$ cat src/rtl/clk_div_pkg.sv
// Shared types and helpers for the clk_div_bank clock-enable generator.
package clk_div_pkg;

  // Storage width of a queued ratio/phase; DIV_W must not exceed this.
  localparam int unsigned CfgW = 16;

  typedef enum logic [0:0] {
    StLockWait,
    StRun
  } clk_div_state_t;

  typedef struct packed {
    logic [2:0]      ch;
    logic [CfgW-1:0] div;
    logic [CfgW-1:0] phase;
  } clk_div_cfg_t;

  function automatic logic [CfgW-1:0] norm_div(input logic [CfgW-1:0] d);
    return (d == '0) ? CfgW'(1) : d;
  endfunction

endpackage

$ cat src/rtl/clk_div_chan.sv
// One divider channel: phase counter, registered enable/square outputs and
// glitch-free retiming of a queued ratio/phase on wrap or sync.
module clk_div_chan
  import clk_div_pkg::*;
#(
  parameter int unsigned DIV_W   = 8,
  parameter int unsigned DEF_DIV = 4
) (
  input  logic             clk_i,
  input  logic             rst_i,
  input  logic             run_i,
  input  logic             stop_i,
  input  logic             load_i,
  input  logic             sync_i,
  input  logic             upd_i,
  input  logic [DIV_W-1:0] upd_div_i,
  input  logic [DIV_W-1:0] upd_phase_i,
  output logic             take_o,
  output logic             ce_o,
  output logic             sq_o
);

  logic [DIV_W-1:0] div_q, phase_q, cnt_q;
  logic             ce_q, sq_q;
  logic             active, wrap;
  logic [DIV_W:0]   half;

  assign active = run_i & ~stop_i;
  assign wrap   = (cnt_q == div_q - DIV_W'(1));
  assign half   = ({1'b0, div_q} + (DIV_W + 1)'(1)) >> 1;

  // Lock loss blocks the update; in lock-wait it lands immediately.
  assign take_o = upd_i & (~run_i | (active & (sync_i | wrap)));

  always_ff @(posedge clk_i or posedge rst_i) begin
    if (rst_i) begin
      div_q   <= DIV_W'(DEF_DIV);
      phase_q <= '0;
      cnt_q   <= '0;
      ce_q    <= 1'b0;
      sq_q    <= 1'b0;
    end else begin
      ce_q <= active & wrap & ~sync_i;
      sq_q <= active & ({1'b0, cnt_q} < half);
      if (take_o) begin
        div_q   <= upd_div_i;
        phase_q <= upd_phase_i;
        cnt_q   <= upd_phase_i;
      end else if (active) begin
        if (sync_i) begin
          cnt_q <= phase_q;
        end else if (wrap) begin
          cnt_q <= '0;
        end else begin
          cnt_q <= cnt_q + DIV_W'(1);
        end
      end else if (load_i) begin
        cnt_q <= phase_q;
      end
    end
  end

  assign ce_o = ce_q;
  assign sq_o = sq_q;

endmodule

$ cat src/rtl/clk_div_bank.sv
// PLL-lock sequencer plus a bank of programmable clock-enable dividers with a
// single-entry configuration slot.
module clk_div_bank
  import clk_div_pkg::*;
#(
  parameter int unsigned NUM_CH   = 2,
  parameter int unsigned DIV_W    = 8,
  parameter int unsigned LOCK_CYC = 1024,
  parameter int unsigned DEF_DIV  = 4
) (
  input  logic              clk,
  input  logic              rst,
  input  logic              pll_lock,
  input  logic              sync_i,
  input  logic              cfg_valid,
  output logic              cfg_ready,
  input  logic [2:0]        cfg_ch,
  input  logic [DIV_W-1:0]  cfg_div,
  input  logic [DIV_W-1:0]  cfg_phase,
  output logic [NUM_CH-1:0] ce_o,
  output logic [NUM_CH-1:0] sq_o,
  output logic              locked_o,
  output logic              rst_o
);

  localparam int unsigned            LockCntW   = $clog2(LOCK_CYC + 1);
  localparam logic [LockCntW-1:0]    LockCntMax = LockCntW'(LOCK_CYC);

  clk_div_state_t      state_q;
  logic                lock_meta_q, lock_sync_q;
  logic [LockCntW-1:0] lock_cnt_q;
  logic                locked_q, rst_q;
  logic                run, stop, enter;

  clk_div_cfg_t        pend_q, cfg_new;
  logic                pend_valid_q;
  logic                cfg_in_range;
  logic [NUM_CH-1:0]   upd, take;
  logic                unused_pend;

  always_ff @(posedge clk or posedge rst) begin
    if (rst) begin
      lock_meta_q <= 1'b0;
      lock_sync_q <= 1'b0;
    end else begin
      lock_meta_q <= pll_lock;
      lock_sync_q <= lock_meta_q;
    end
  end

  assign run   = (state_q == StRun);
  assign stop  = run & ~lock_sync_q;
  assign enter = ~run & lock_sync_q & (lock_cnt_q == LockCntMax);

  always_ff @(posedge clk or posedge rst) begin
    if (rst) begin
      state_q    <= StLockWait;
      lock_cnt_q <= '0;
      locked_q   <= 1'b0;
      rst_q      <= 1'b1;
    end else begin
      // Saturates in RUN so any drop forces a full recount.
      if (!lock_sync_q) begin
        lock_cnt_q <= '0;
      end else if (lock_cnt_q != LockCntMax) begin
        lock_cnt_q <= lock_cnt_q + LockCntW'(1);
      end
      unique case (state_q)
        StLockWait: begin
          if (enter) begin
            state_q  <= StRun;
            locked_q <= 1'b1;
            rst_q    <= 1'b0;
          end
        end
        StRun: begin
          if (!lock_sync_q) begin
            state_q  <= StLockWait;
            locked_q <= 1'b0;
            rst_q    <= 1'b1;
          end
        end
        default: state_q <= StLockWait;
      endcase
    end
  end

  assign cfg_in_range = (32'(cfg_ch) < NUM_CH);

  always_comb begin
    cfg_new.ch    = cfg_ch;
    cfg_new.div   = norm_div(CfgW'(cfg_div));
    cfg_new.phase = (CfgW'(cfg_phase) >= cfg_new.div) ? '0 : CfgW'(cfg_phase);
  end

  // Out-of-range channels are accepted and dropped without occupying the slot.
  always_ff @(posedge clk or posedge rst) begin
    if (rst) begin
      pend_valid_q <= 1'b0;
      pend_q       <= '0;
    end else if (|take) begin
      pend_valid_q <= 1'b0;
    end else if (cfg_valid && !pend_valid_q && cfg_in_range) begin
      pend_valid_q <= 1'b1;
      pend_q       <= cfg_new;
    end
  end

  assign unused_pend = ^pend_q;

  for (genvar i = 0; i < NUM_CH; i++) begin : g_chan
    assign upd[i] = pend_valid_q && (pend_q.ch == 3'(i));

    clk_div_chan #(
      .DIV_W  (DIV_W),
      .DEF_DIV(DEF_DIV)
    ) u_chan (
      .clk_i      (clk),
      .rst_i      (rst),
      .run_i      (run),
      .stop_i     (stop),
      .load_i     (enter),
      .sync_i     (sync_i),
      .upd_i      (upd[i]),
      .upd_div_i  (DIV_W'(pend_q.div)),
      .upd_phase_i(DIV_W'(pend_q.phase)),
      .take_o     (take[i]),
      .ce_o       (ce_o[i]),
      .sq_o       (sq_o[i])
    );
  end

  assign cfg_ready = ~pend_valid_q;
  assign locked_o  = locked_q;
  assign rst_o     = rst_q;

endmodule
$ cat config.mk
export PLATFORM = sky130hd
export DESIGN_NAME = clk_div_bank
export DESIGN_NICKNAME = d
export VERILOG_FILES = /design/src/rtl/clk_div_pkg.sv /design/src/rtl/clk_div_chan.sv /design/src/rtl/clk_div_bank.sv
export SDC_FILE = /design/constraint.sdc
export NUM_CORES = 1
export LEC_CHECK = 0
export BUFFER_PORTS_ARGS = -buffer_cell sky130_fd_sc_hd__buf_2
export CAP_MARGIN = 10
export CORE_MARGIN = 2
export CORE_UTILIZATION = 50
export DETAILED_ROUTE_END_ITERATION = 6
export PLACE_DENSITY = 0.67
export REMOVE_ABC_BUFFERS = 1
export SYNTH_ARGS = -nofsm -noshare
export SYNTH_HDL_FRONTEND = slang
export SYNTH_SLANG_ARGS = --single-unit
$ cat constraint.sdc
create_clock -name clk -period 6.6 [get_ports clk]
set_input_delay 1.32 -clock clk [delete_from_list [all_inputs] [get_ports clk]]
set_output_delay 1.32 -clock clk [all_outputs]
set_load 0.02 [all_outputs]
==> impl_metrics.py <==
metrics = {
    "yosys": {
        "netlist_top_cells_count": "dfrtp_1 (85), nand2_1 (44), nor2_1 (31)",
        "ys_types": 53,
        "netlist_instances": 540,
        "synth_top_cell_by_area": "dfrtp_1",
        "synth-compound-area-share": 0.132,
        "syn-cell-area_um2": 5310,
        "synth_edf_count": 0,
        "ys_seq_area_frac": 0.416,
        "ys_ff_latch": 88,
        "synthSimpleGateAreaFrac": 0.170,
        "synth.most_common_cell": "dfrtp_1",
        "synth_fa_ha_area_frac": 0.0707,
        "synth.top_cell.area_share": 0.401,
        "synth_top_family_by_area": "simple AND/OR/NAND/NOR gates",
        "synthTopCellsByArea": "dfrtp_1 (40%), ha_1 (7.1%), mux2_2 (5.1%), xnor2_1 (4.3%), xor2_1 (4.0%)",
        "synth-xor-area-share": 0.0825,
        "avgSynthCellArea_um2": 9.83,
        "ys_async_sr_fraction": 1.00,
        "synth.area.mux_share": 0.0825,
        "synth_ff_type": "dfrtp_1",
        "yosys_warnings": 0,
    },
    "floorplan": {
        "die_h_um": 107,
        "die_w_um": 107,
        "initial_core_util": 0.514,
        "core_area_um2": 10300,
        "rows": 37,
        "die_area_um2": 11500,
        "pin_count": 31,
    },
    "worst_setup_path": {
        "crit_slowest_cell": "o21a_1",
        "cp_max_fo": 8,
        "cp-startpoint": "cfg_div[1]",
        "ff2ff_setup_slack_ns": 3.56,
        "reg2reg_depth": 9,
        "endpoint": "pend_q[3]",
        "critical_path_class": "input pin to flip-flop",
        "max_stage_delay_ns": 0.32,
        "critPathCaptureType": "flip-flop",
        "cp.required_ns": 6.90,
        "path_buf_inv": 1,
        "cp.depth": 11,
        "start_kind": "input pin",
        "cp_cell_sequence": "buf_2 > nor4_1 > a41o_1 > ha_1 > nand2b_1 > a21o_1 > a21o_1 > a21o_1 > a211oi_1 > o21a_1 > a221o_1",
        "r2r_start": "g_chan[1].u_chan.div_q[0]",
        "cp.arrival_ns": 3.57,
        "crit_family": "compound AO/OA/AOI/OAI gates",
        "crit_top_cell": "a21o_1",
        "worstReg2RegEnd": "g_chan[1].u_chan.cnt_q[2]",
    },
    "sta": {
        "relSlewSlack": 0.389,
        "fin_skew_ns": 0.0123,
        "rsz0062_at_grt": "false",
        "worstMarginPinSlew_ns": 0.914,
        "period_minus_slack_ns": 3.27,
        "fmax_mhz": 305,
        "final.period_utilization": 0.496,
        "finalSetupViolCount": 0,
        "slew_violations": 0,
        "setup_tns_ns": 0,
        "hold_viol_final": 0,
    },
    "routing": {
        "drtPass1Iterations": 4,
        "viasPerCell": 5.73,
        "drt-initial-drc-count": 195,
        "ant_nets": 0,
        "dr_total_vias": 3968,
        "avgRoutedWirePerCell_um": 15.9,
        "totalWireLength_um": 11000,
        "drc": 0,
    },
    "global_routing": {
        "overflow": 0,
        "grt_util_all_layers": 0.209,
        "grt_pass1_vias": 3855,
        "antenna_found_initial": 0,
        "grt_pass1_wl_um": 18900,
        "grt_max_degree": 58,
    },
    "power": {
        "p_sw_w": 0.000928,
        "seq_power_share": 0.452,
        "p_leak_nw": 2.64,
        "swShare": 0.408,
        "p_clk_frac": 0.150,
        "power.density_cell_area_nw_per_um2": 401,
        "irDropWorstVdd_mv": 0.158,
        "intPower_w": 0.00135,
        "power_frac_comb": 0.398,
    },
    "run_status": {
        "outcome": "finished, final reports clean",
    },
    "clock_network": {
        "cts_tree": "yes",
        "clk_pin_slew_ns": 0.09,
        "htreeDepth": 3,
        "clockRootBuffer": "clkbuf_8",
        "cts_max_path_buffers": 2,
        "postCtsSetupRepairBufs": 0,
        "ctsResizeCount": 0,
        "cts_buffers": 9,
        "clkLatencyLatePin_ns": 0.36,
        "clock_sinks": 88,
        "postCtsHoldBufs": 0,
    },
    "placed_design": {
        "portBuffers": 30,
        "dp_hpwl_um": 8120,
        "place_congestion": 0.836,
    },
    "final_layout": {
        "drive_above_1_share": 0.153,
        "syn2layout_area_growth_pct": 6.98,
        "final_nets": 606,
        "fin_util": 0.550,
        "fill_cells": 960,
        "multi_input_area_um2": 2860,
        "n_antenna_cell": 0,
        "final-seq-area_um2": 2210,
    },
    "run": {
        "drv_cap": 0,
    },
    "worst_hold_path": {
        "hold_class": "flip-flop to flip-flop",
    },
}
-- power by group through the flow --
stage / Sequential [W] / Combinational [W] / Clock, W
2_1_floorplan: 0.000928 / 0.000756 / 0
5_1_grt: 0.00107 / 0.00104 / 0.000378
4_1_cts: 0.00103 / 0.000912 / 0.000352
3_3_place_gp: 0.00103 / 0.000862 / 0
6_report: 0.00103 / 0.000907 / 0.000341
3_5_place_dp: 0.00104 / 0.000905 / 0
-- logic make-up after synthesis --
| kind of cell | count (synthesis) |
|---|---|
| fa+ha+maj | 30 |
| xor+xnor | 50 |
| buf+inv | 54 |
| compound gates | 104 |
| flops | 88 |
| simple gates | 175 |
| mux | 39 |
-- metrics by stage --
step                      power (W)  hold slack, ns  std cells  setup WS, ns  cell area, um2
final                       0.00228           0.367        693          3.33            5680
after global routing        0.00248           0.374        693          3.18            5680
after CTS                   0.00229           0.372        693          3.32            5680
after detailed placement    0.00194           0.343        677          2.94            5500
after global placement      0.00189           0.346        677          3.02            5500
after floorplan             0.00168           0.331        506          3.01            5140
-- worst reg2reg max path: cells and delay by family (launching register included) --
family | cells | cell delay [ns]
buffers and inverters | 1 | 0.11
AND/OR/NAND/NOR | 1 | 0.09
multiplexers | 1 | 0.14
AO/OA/AOI/OAI | 5 | 1.74
flip-flops | 1 | 0.49
adder cells (fa/ha/maj) | 1 | 0.34
-- sequential cells by signal (all words and copies together), names as in the netlist --
| signal | count |
|---|---|
| g_chan.u_chan.ce_o | 2 |
| g_chan.u_chan.cnt_q | 16 |
| g_chan.u_chan.div_q | 16 |
| g_chan.u_chan.phase_q | 16 |
| g_chan.u_chan.sq_o | 2 |
| lock_cnt_q | 11 |
| lock_meta_q | 1 |
| lock_sync_q | 1 |
| locked_o | 1 |
| pend_q | 19 |
| pend_valid_q | 1 |
| rst_o | 1 |
| run | 1 |
-- layout make-up --
| cell class | instances | area share |
|---|---|---|
| Clock buffer | 9 | 0.0218 |
| Clock inverter | 7 | 0.0101 |
| Inverter | 20 | 0.0134 |
| Multi-Input combinational cell | 398 | 0.503 |
| Sequential cell | 88 | 0.388 |
| Tap cell | 136 | 0.0300 |
| Timing Repair Buffer | 35 | 0.0331 |
-- routing by layer --
| layer | track usage | up-vias | wire [um] |
|---|---|---|---|
| li1 | - | 1933 | - |
| met3 | 0.0468 | 20 | 486 |
| met2 | 0.333 | 83 | 5130 |
| met1 | 0.282 | 1932 | 5180 |
| met4 | 0.0668 | 0 | 233 |
| met5 | 0 | - | 0 |
-- layout by cell type (no fill, tap or decap), types with 4 or more instances in the layout --
master / n
nor3_1: 7
xor2_1: 24
a21o_1: 11
inv_1: 19
nand2_1: 44
and2_1: 9
and3_1: 25
clkbuf_8: 9
a21oi_1: 22
o21ai_1: 4
a221oi_1: 7
nor4_1: 4
nand2b_1: 7
xnor2_1: 26
buf_4: 5
o21ai_0: 23
dfrtp_1: 85
buf_2: 30
mux2_1: 14
ha_1: 30
a221o_1: 6
nand3_1: 25
a211oi_1: 7
mux2_2: 24
nor2b_1: 4
a21boi_0: 5
nor2_1: 31
-- worst min-delay path by stage --
| stage | endpoint | cells after the start | startpoint |
|---|---|---|---|
| 6_report | lock_sync_q | 0 | lock_meta_q |
| 3_3_place_gp | lock_sync_q | 0 | lock_meta_q |
| 4_1_cts | lock_sync_q | 0 | lock_meta_q |
| 3_5_place_dp | lock_sync_q | 0 | lock_meta_q |
| 5_1_grt | lock_sync_q | 0 | lock_meta_q |
| 2_1_floorplan | lock_sync_q | 0 | lock_meta_q |
Note: power is estimated with default switching activity, not from simulation.
